`src/rtl/ro_puf_challenge_ctrl.sv`:
```
// ro_puf_challenge_ctrl: sequences RO-pair clear/run/settle/compare per response bit; PUF_MAJ3_EN adds a 3-run majority vote per bit
module ro_puf_challenge_ctrl #(
  parameter int RESP_BITS  = 8,
  parameter int WIN_CYC    = 1024,
  parameter int SETTLE_CYC = 4,
  parameter int CNT_W      = 16
) (
  input  logic                 clk,
  input  logic                 rst_n,
  input  logic                 start,
  input  logic [3:0]           chal_a,
  input  logic [3:0]           chal_b,
  input  logic [CNT_W-1:0]     cnt_a,
  input  logic [CNT_W-1:0]     cnt_b,
  output logic [3:0]           sel_a,
  output logic [3:0]           sel_b,
  output logic                 ro_en,
  output logic                 cnt_clr,
  output logic                 busy,
  output logic                 done,
  output logic                 err,
  output logic [RESP_BITS-1:0] resp
);
  localparam int KW = RESP_BITS > 1 ? $clog2(RESP_BITS) : 1;
  localparam int TW = $clog2((WIN_CYC > SETTLE_CYC ? WIN_CYC : SETTLE_CYC) + 1);
  typedef enum logic [2:0] {IDLE, CLEAR, RUN, SETTLE, CMP, DONE} state_t;
  state_t state, state_n;
  logic [3:0] ca, cb, ca_n, cb_n, sel_a_n, sel_b_n;
  logic [KW-1:0] k, k_n;
  logic [TW-1:0] t, t_n;
  logic [RESP_BITS-1:0] resp_n;
  logic busy_n, err_n, gt, res_bit, last_k, fin;
`ifdef PUF_MAJ3_EN
  logic [1:0] r, r_n, v, v_n;
  assign fin = r == 2'd2;
  assign res_bit = (v[0] & v[1]) | (v[0] & gt) | (v[1] & gt);
`else
  assign fin = 1'b1;
  assign res_bit = gt;
`endif
  assign gt = cnt_a > cnt_b;
  assign last_k = k == KW'(RESP_BITS - 1);
  assign ro_en = state == RUN;
  assign cnt_clr = state == CLEAR;
  // next-state and next-value logic for the whole evaluation sequence
  always_comb begin
    state_n = state;
    ca_n = ca;
    cb_n = cb;
    k_n = k;
    t_n = t;
    resp_n = resp;
    err_n = err;
    busy_n = busy & ~done;
    sel_a_n = sel_a;
    sel_b_n = sel_b;
`ifdef PUF_MAJ3_EN
    r_n = r;
    v_n = v;
`endif
    case (state)
      IDLE: if (start && !busy) begin
        ca_n = chal_a;
        cb_n = chal_b;
        k_n = '0;
        resp_n = '0;
        err_n = chal_a == chal_b;
        busy_n = 1'b1;
        state_n = chal_a == chal_b ? DONE : CLEAR;
        sel_a_n = chal_a == chal_b ? sel_a : chal_a;
        sel_b_n = chal_a == chal_b ? sel_b : chal_b;
      end
      CLEAR: state_n = RUN;
      RUN: begin
        t_n = t == TW'(WIN_CYC - 1) ? '0 : t + TW'(1);
        state_n = t == TW'(WIN_CYC - 1) ? SETTLE : RUN;
      end
      SETTLE: begin
        t_n = t == TW'(SETTLE_CYC - 1) ? '0 : t + TW'(1);
        state_n = t == TW'(SETTLE_CYC - 1) ? CMP : SETTLE;
      end
      CMP: begin
        if (fin) resp_n[k] = res_bit;
        state_n = fin && last_k ? DONE : CLEAR;
        if (fin && !last_k) begin
          k_n = k + KW'(1);
          sel_a_n = ca + 4'(k) + 4'd1;
          sel_b_n = cb + 4'(k) + 4'd1;
        end
      end
      DONE: state_n = IDLE;
      default: state_n = IDLE;
    endcase
`ifdef PUF_MAJ3_EN
    if (state == CMP) begin
      r_n = fin ? 2'd0 : r + 2'd1;
      v_n[r[0]] = gt;
    end
`endif
  end
  // state and datapath registers; reset drops ro_en immediately through state
  always_ff @(posedge clk or negedge rst_n)
    if (!rst_n) begin
      state <= IDLE;
      ca <= '0;
      cb <= '0;
      k <= '0;
      t <= '0;
      resp <= '0;
      err <= 1'b0;
      busy <= 1'b0;
      done <= 1'b0;
      sel_a <= '0;
      sel_b <= '0;
`ifdef PUF_MAJ3_EN
      r <= '0;
      v <= '0;
`endif
    end else begin
      state <= state_n;
      ca <= ca_n;
      cb <= cb_n;
      k <= k_n;
      t <= t_n;
      resp <= resp_n;
      err <= err_n;
      busy <= busy_n;
      done <= state == DONE;
      sel_a <= sel_a_n;
      sel_b <= sel_b_n;
`ifdef PUF_MAJ3_EN
      r <= r_n;
      v <= v_n;
`endif
    end
endmodule
```
`config.mk`:
```
export PLATFORM = sky130hd
export DESIGN_NAME = ro_puf_challenge_ctrl
export DESIGN_NICKNAME = d
export VERILOG_FILES = /design/src/rtl/ro_puf_challenge_ctrl.sv
export SDC_FILE = /design/constraint.sdc
export NUM_CORES = 1
export LEC_CHECK = 0
export CORE_MARGIN = 10
export CORE_UTILIZATION = 55
export CTS_CLUSTER_DIAMETER = 30
export DETAILED_ROUTE_END_ITERATION = 8
export PLACE_DENSITY = 0.86
export SLEW_MARGIN = 15
export SYNTH_ARGS = -nofsm -noshare
export SYNTH_HDL_FRONTEND = slang
export SYNTH_SLANG_ARGS = --single-unit
```
`constraint.sdc`:
```
create_clock -name clk -period 4.55 [get_ports clk]
set_input_delay 0.91 -clock clk [delete_from_list [all_inputs] [get_ports clk]]
set_output_delay 0.91 -clock clk [all_outputs]
set_load 0.005 [all_outputs]
```
==> flow_summary.ini <==
[logic_synthesis]
synth_area_mm2 = 0.002813
synthesis.nets = 369
ys_seq_area_share_pct = 39.15
synth_warnings = 0
synth_edf_count = 0
synth-async-reset-ratio_pct = 100.0
ys_top_cells_by_count = 44 x dfrtp_1, 40 x nand2_1, 25 x ha_1, 25 x inv_1
ys_ff_latch = 44
synth.most_common_cell = dfrtp_1
netlist_instances = 299
ys_types = 51
synth_area_leaders = dfrtp_1 39%, ha_1 11%, nand2_1 5.3%, xnor2_1 4.4%, inv_1 3.3%
synth_top_cell_area_share_pct = 39.15
synth.largest_area_cell = dfrtp_1
synth_area_per_cell_um2 = 9.407
ys.flop_type = dfrtp_1

[sta]
tightest_slew_ps = 983.7
max_freq_mhz = 351.0
tns_ps = 0
worst_clock_skew_ps = 6.357
rsz0062_at_grt = no
slew_headroom_pct = 34.42
fin_crit_ps = 2849
setup_viol_count_final = 0
fin_crit_sh_pct = 62.61
hold_violations = 0
hold_ws_ps = 460.0
maxSlewViolCount = 0

[final_layout]
sequential_cell_area_mm2 = 0.001101
drive_gt1_share_pct = 4.457
area_growth_pct = 25.98
nFillCells = 363
final_cell_area_mm2 = 0.003543
multi_input_area_mm2 = 0.001554
fin_nets = 429
antenna_cells = 0

[pwr]
comb_power_share_pct = 41.1
clock_power_share_pct = 15.6
p_per_area_mw_per_mm2 = 416.6
power.internal_mw = 0.9618
swShare_pct = 34.84
p_leak_nw = 1.650
vdd_drop_max_uv = 349.1
p_seq_share_pct = 43.3
switching_power_mw = 0.5143

[grt]
grtUsageTotal_pct = 15.76
grt_max_degree = 45
grt_pass1_vias = 2326
overflow = 0
grt_pass1_wl_mm = 11.16
antenna_found_initial = 0

[clock_network]
clock_path_buffers = 2
cts_hold_buf = 0
cts_root_buf = clkbuf_8
cts_resized = 0
cts.clk_slew.worst_paths_ps = 80
cts_sinks = 44
clock_latency_ps = 290
cts_tree = done
numCtsBuffers = 5
htreeDepth = 2
cts_setup_buffers = 0

[setup_path]
crit_required_ps = 4720
endpoint_kind = flop
crit_type = input port to flop
critPathArrivalTime_ps = 3020
cp_max_fo = 8
start_kind = input port

[floorplan]
die_h_um = 91.51
die-area_mm2 = 0.008374
coreArea_mm2 = 0.004848
start_util_pct = 58.01
num_rows = 25
die_w_um = 91.51
ios = 64

[routing]
drtIter0Drc = 184
vias = 2375
routed_wl_mm = 6.647
drt_first_pass_iters = 4
wl_per_cell_um = 15.60
ant_nets = 0
drc = 0
viasPerCell = 5.575

[hold_path]
hold_path.class = flop to flop

[status]
status = complete, no violations

[place]
place_congestion = 0.8129
post-dp-hpwl_mm = 5.133
placed_cell_area_mm2 = 0.003466
io_buffers = 63

[job]
max_cap_viol_count = 0
-- routing by layer --
layer,global-route usage (%),share of wire [%],vias to the layer above
met3,4.362,5.4,6
met4,2.350,0.50,0
li1,-,-,1183
met1,20.75,47,1125
met2,25.53,47,61
met5,0,0,-
-- worst max-delay path: stages --
cell and delay, ps:
clkdlybuf4s50_1 450, inv_1 40, ha_1 300, nand4_1 180, nor4_2 780, o21ai_1 190, o41a_1 160
-- placed cells by master (no fill, tap or decap), types with 3 or more instances in the layout --
cell type and instances:
or4_1 5, inv_1 25, ha_1 25, nor2b_1 5, o31ai_1 4, nand2_1 40
a21oi_1 12, o211ai_1 5, dfrtp_1 44, nand4_1 12, o21ai_0 4, mux2i_1 3
o41a_1 3, o21a_1 5, mux2_1 3, o21ai_1 14, nand3_1 10, nor2_1 14
clkdlybuf4s50_1 62, xnor2_1 14, nor4_1 3, a21o_1 5, clkbuf_8 5
-- power by group through the flow --
stage,clock [mW],combinational (mW),sequential [mW]
6_report,0.230,0.607,0.639
4_1_cts,0.234,0.616,0.640
3_3_place_gp,0,0.585,0.639
3_5_place_dp,0,0.611,0.646
5_1_grt,0.249,0.695,0.661
2_1_floorplan,0,0.381,0.614
-- cell families (layout without fill, tap and decap cells) --
group | count (synthesis) | in the layout | synth area share (%)
xor+xnor | 16 | 16 | 4.982
flops | 44 | 44 | 39.15
buf+inv | 36 | 96 | 5.605
fa+ha+maj | 27 | 27 | 12.54
simple gates | 107 | 107 | 20.02
compound gates | 60 | 60 | 13.97
mux | 9 | 9 | 3.737
-- sequential cells by signal, indices dropped and copies added, names as in the netlist --
register / cells
busy: 1
ca: 4
cb: 4
done: 1
err: 1
k: 3
resp: 8
sel_a: 4
sel_b: 4
state: 3
t: 11
-- metrics by stage --
stage / cells / power (mW) / worst slack, ps / util (%)
finish: 426 / 1.476 / 1701 / 73.08
global route: 426 / 1.605 / 1611 / 73.08
CTS: 426 / 1.490 / 1700 / 73.08
detailed placement: 419 / 1.258 / 1437 / 71.48
global placement: 419 / 1.224 / 1535 / 71.48
floorplan: 299 / 0.9945 / 2192 / -
-- worst paths after layout --
path	startpoint	to	slack (ps)	depth (start not counted)
max	cnt_b[15]	resp[3]$_DFFE_PN0P_	1700	7
min	done$_DFF_PN0_	busy$_DFF_PN0_	460	1
max reg2reg	k[1]$_DFFE_PN0P_	sel_b[0]$_DFFE_PN0P_	2080	5
min reg2reg	done$_DFF_PN0_	busy$_DFF_PN0_	460	1
max in group asynchronous	rst_n	k[0]$_DFFE_PN0P_	3170	1
min in group asynchronous	rst_n	sel_b[0]$_DFFE_PN0P_	780	1
-- layout make-up --
cell class | count | area share, %
multi-input combinational | 219 | 43.86
tap | 67 | 2.366
clock inverter | 1 | 0.1412
sequential | 44 | 31.07
clock buffer | 6 | 2.048
inverter | 25 | 2.648
timing repair buffer | 64 | 17.87
No activity file was read; power rests on OpenSTA's default activity.
==> patch 1, RTL diff (same flow settings) <==
Reset style: synchronous (`rst_n`), changed in one clocked block.
--- a/src/rtl/ro_puf_challenge_ctrl.sv
+++ b/src/rtl/ro_puf_challenge_ctrl.sv
@@ -101,3 +101,3 @@
   // state and datapath registers; reset drops ro_en immediately through state
-  always_ff @(posedge clk or negedge rst_n)
+  always_ff @(posedge clk)
     if (!rst_n) begin
Formal check against the unedited RTL: differs if rst_n is asserted again (counterexample within 4 cycles, from zero or initial values and one cycle with rst_n low); with rst_n held inactive, the same outputs for 10 cycles.
==> patch 1 against the unedited design <==
  * Utilization shrank 0.11 points
  * Cell area shrank 2.1%
  * Sequential share of layout area fell by 5.7 points
  * Sequential cell count stayed put
  * Hold slack gained 3.6 ps
  * Synthesized cell count increased by 9.7%
  * Wire length up 0.41%
  * Setup slack lost 150 ps
  * Area after synthesis decreased by 3.6%
  * First-iteration DRC count fell by 15%
  * Highest routed layer unchanged
  * Final cell count is 6.8% higher
  * Via count up 8.5%
Power is not compared: it rests on default switching activity, and its combinational part moved more than twofold at a synthesized area within 25%.
==> patch 1: results (changes against the unedited design) <==
| Metric | Value |
|---|---|
| Compound-Gate Fraction of Synth Area | `20.21% (+6.2 points)` |
| FF-to-FF setup slack | `1980 ps (-100 ps)` |
| H-tree Lvls | `2 (unchanged)` |
| Outcome | `finished clean` |
| Post-synthesis sequential area ratio | `32.49% (-6.7 points)` |
| Total grt overflow | `0 (unchanged)` |
| Crit path to | `resp[6]` |
| Worst slew pin tran | `1003 ps (+19.00 ps)` |
| Gate Count Post-Synth | `328 (+9.7%)` |
| Hold WC Path Type | `reg -> reg` |
| Max clock buf depth | `2 (unchanged)` |
| # diodes | `0 (unchanged)` |
| Routed length per placed instance | `14.67 um (-6.0%)` |
| Slowest stage delay, CP | `570 ps (-210 ps)` |
| Ys async rst share | `0% (-100 points)` |
| Hpwl dp | `5.133 mm (about the same)` |
| R2r startpoint | `state[2]` |
| Fraction of layout instances using a drive strength above 1 | `4.639% (+0.18 points)` |
| Worst R2R End | `resp[1]` |
| Syn_nets | `398 (+7.9%)` |
| CTS root buf | `clkbuf_8` |
| Top Registers | `t (11), resp (8)` |
| Post-synthesis mux area share | `0.3692% (-3.4 points)` |
| Crit-path leading delay family | `compound AO/OA/AOI/OAI gates` |
| Vias per cell | `5.666 (+1.6%)` |
| Critical-path top delay cell | `or4_1` |
| Endpoints failing setup | `0 (unchanged)` |
| Top FF cell, synth | `dfxtp_1` |
| Largest net degree at the start of global routing | `23 (-49%)` |
| Vias in the first global route | `2592 (+11%)` |
| First-pass GRT wire length | `11.34 mm (+1.6%)` |
| Dpl ws | `1229 ps (-207.8 ps)` |
| DRC marker count from the first detailed-route iteration | `157 (-15%)` |
| XOR/XNOR Fraction of Synth Area | `4.522% (-0.46 points)` |
| # fillers | `393 (+8.3%)` |
| Netlist cell types | `52 (+2.0%)` |
| Ys Warns | `0 (unchanged)` |
| Crit. Startpoint | `cnt_b[15]` |
| Placed Area | `3373 um^2 (-2.7%)` |
| GPL Wtd Cong | `0.8175 (+0.57%)` |
| Non-filler cells in the finished layout | `455 (+6.8%)` |
| Final Critical Period | `2996 ps (+147.1 ps)` |
| All-Layer GR Usage | `16.06% (+0.31 points)` |
| Placed instance count | `448 (+6.9%)` |
| Synth top area cells | `dfxtp_1 32%, ha_1 12%, nand2_1 6.9%` |
| Clock-pin slew on the worst setup and hold paths | `80 ps (about the same)` |
| Adder-cell share of the synthesized area | `13.01% (+0.47 points)` |
| Clk_skew | `5.536 ps (-0.8210 ps)` |
| Synth cell count leaders | `50 x nand2_1, 44 x dfxtp_1, 25 x ha_1, 24 x inv_1, 23 x a21oi_1` |
## patch 1: cell types whose count changed in the layout (fill, tap and decap cells not counted), sizes merged, moves of 6 or more
cell,delta
xor2,+7
nand2,+10
a221oi,+7
nor2,+6
nand2b,+6
dfrtp,-44
xnor2,-9
a21oi,+11
and3,+9
dfxtp,+44
mux2,-6
a21boi,+6
## patch 1: tightest hold or removal path, cell delays in order (launching register included)
cell and delay, ps:
dfxtp_1 320, nand2_1 50, a21oi_1 50
## patch 1: how the worst min path moves through the flow
stage	startpoint	end	slack, ps	cells past startpoint
after floorplan	cb[0]	cb[0]	440	2
after global placement	err	err	450	2
after detailed placement	sel_b[0]	sel_b[0]	450	2
after CTS	err	err	470	2
after global routing	err	err	490	2
final	err	err	460	2
## patch 1: layer usage
metal	up-vias	part of all wire, %	global-route usage, %
met5	-	0	0
met4	0	1.5	5.570
met3	16	10	7.149
met2	109	48	26.82
met1	1174	40	17.70
li1	1279	-	-
## patch 1: where the power goes
group,switching [mW],total [mW],internal (mW),leakage (nW)
combinational,0.115,0.232,0.116,0.973
sequential,0.0241,0.436,0.412,0.358
clock,0.131,0.267,0.135,0.0503
total,0.271,0.935,0.664,1.38
## patch 1: layout make-up
cell class | instances | area (um^2) | area share, %
Inverter | 24 | 90.09 | 2.596
Multi-Input combinational cell | 249 | 1680 | 48.43
Timing Repair Buffer | 64 | 638.1 | 18.39
Clock buffer | 7 | 96.34 | 2.777
Sequential cell | 44 | 880.8 | 25.39
Tap cell | 67 | 83.83 | 2.416
==> patch 2, RTL diff (same settings) <==
Without the edit above. `RESP_BITS`: 8 -> 16.
--- a/src/rtl/ro_puf_challenge_ctrl.sv
+++ b/src/rtl/ro_puf_challenge_ctrl.sv
@@ -2,3 +2,3 @@
 module ro_puf_challenge_ctrl #(
-  parameter int RESP_BITS  = 8,
+  parameter int RESP_BITS  = 16,
   parameter int WIN_CYC    = 1024,
Ports: changed (resized resp); port bits go from 64 to 72. The function was not compared with the original's and may differ.
==> patch 2 against the unedited design <==
  * Clock skew rose by 2.4 ps
  * Power increased by 30%
  * Cell area is 15% higher
  * Largest cell class unchanged
  * Utilization rose by 0.23 points
  * Sequential cell count is 9 higher
  * Setup slack got worse by 520 ps
  * Non-clock buffer count increased by 10
  * Wire length increased by 16%
  * Synthesized cell count grew 18%
  * Area after synthesis grew 13%
  * Highest routed layer unchanged
==> patch 2: results (changes against the unedited design) <==
| Metric | Value |
|---|---|
| Syn_nets | `426 (+15%)` |
| WL met3 | `716 um (+99%)` |
| Outcome | `finished clean` |
| Psw | `0.6959 mW (+35%)` |
| Peak supply drop | `238.8 uV (-32%)` |
| # clock sinks | `53 (+20%)` |
| Worst skew pair latency | `310 ps (+20 ps)` |
| Register area | `1326 um^2 (+20%)` |
| GPL Wtd Cong | `0.8083 (-0.57%)` |
| Max FO, Critical Path | `16 (+8)` |
| Vias in the first global route | `2898 (+25%)` |
| Crit. Startpoint | `cnt_b[13]` |
| All-Layer GR Usage | `17.72% (+2.0 points)` |
| Max_slew headroom | `35.30% (+0.88 points)` |
| Vias per cell | `5.646 (+1.3%)` |
| Clock-pin slew on the worst setup and hold paths | `100 ps (+20 ps)` |
| Hpwl dp | `6.001 mm (+17%)` |
| Bufs w/o clock | `74 (+16%)` |
| Logic power comb | `0.765 mW (+26%)` |
| Largest net degree at the start of global routing | `54 (+20%)` |
| M2 GR Usage | `30.16% (+4.6 points)` |
| Clk_skew | `8.784 ps (+2.427 ps)` |
| Lkg Pwr | `1.880 nW (+14%)` |
| Seq area share | `32.46% (+1.4 points)` |
| Non-clk buf share | `17.82% (-0.047 points)` |
| Wl on met1 | `3.101 mm (about the same)` |
| Netlist cell types | `46 (-9.8%)` |
| Worst hold slack | `485.6 ps (+25.69 ps)` |
| PortBufs | `71 (+13%)` |
| Global routing usage on met3 | `5.914% (+1.6 points)` |
| DRC marker count from the first detailed-route iteration | `154 (-16%)` |
| Placed Area | `3943 um^2 (+14%)` |
| Pwr Density | `471.0 nW/um^2 (+13%)` |
| Logic inverters | `26 (+4.0%)` |
| ClkCell Share | `3.368% (+1.2 points)` |
| Gate Count Post-Synth | `354 (+18%)` |
| Synth cell count leaders | `53 x dfrtp_1, 46 x nand2_1, 37 x nand3_1, 27 x ha_1, 26 x inv_1` |
| Via count | `2789 (+17%)` |
| # fillers | `430 (+18%)` |
| Met1 Track Usage GR | `20.54% (-0.21 points)` |
| Dpl ws | `871.1 ps (-565.5 ps)` |
[patch 2: worst max-delay path by stage]
stage                           to  slack (ps)  cells past startpoint
after global routing       resp[9]        1040                      8
after detailed placement   resp[9]         870                      8
after global placement     resp[7]         930                      8
after floorplan           resp[10]        1830                      8
after CTS                  resp[9]        1190                      8
final                      resp[9]        1190                      8
[patch 2: worst max-delay path: stages]
cell	delay (ps)
clkdlybuf4s50_1	450
inv_1	40
ha_1	280
a21o_1	190
a21o_1	170
a2111o_1	440
o31ai_4	850
o21ai_1	180
[patch 2: cell families (layout without fill, tap and decap cells)]
group | count (synthesis) | in the layout | synth area share, %
AOI/OAI and AO/OA | 70 | 70 | 14.74
xor gates and xnor gates | 13 | 13 | 3.569
adders and majority gates | 29 | 29 | 11.84
buffers and inverters | 40 | 108 | 5.137
DFF | 53 | 53 | 41.57
muxes | 2 | 2 | 0.6275
and+or+nand+nor | 147 | 147 | 22.51
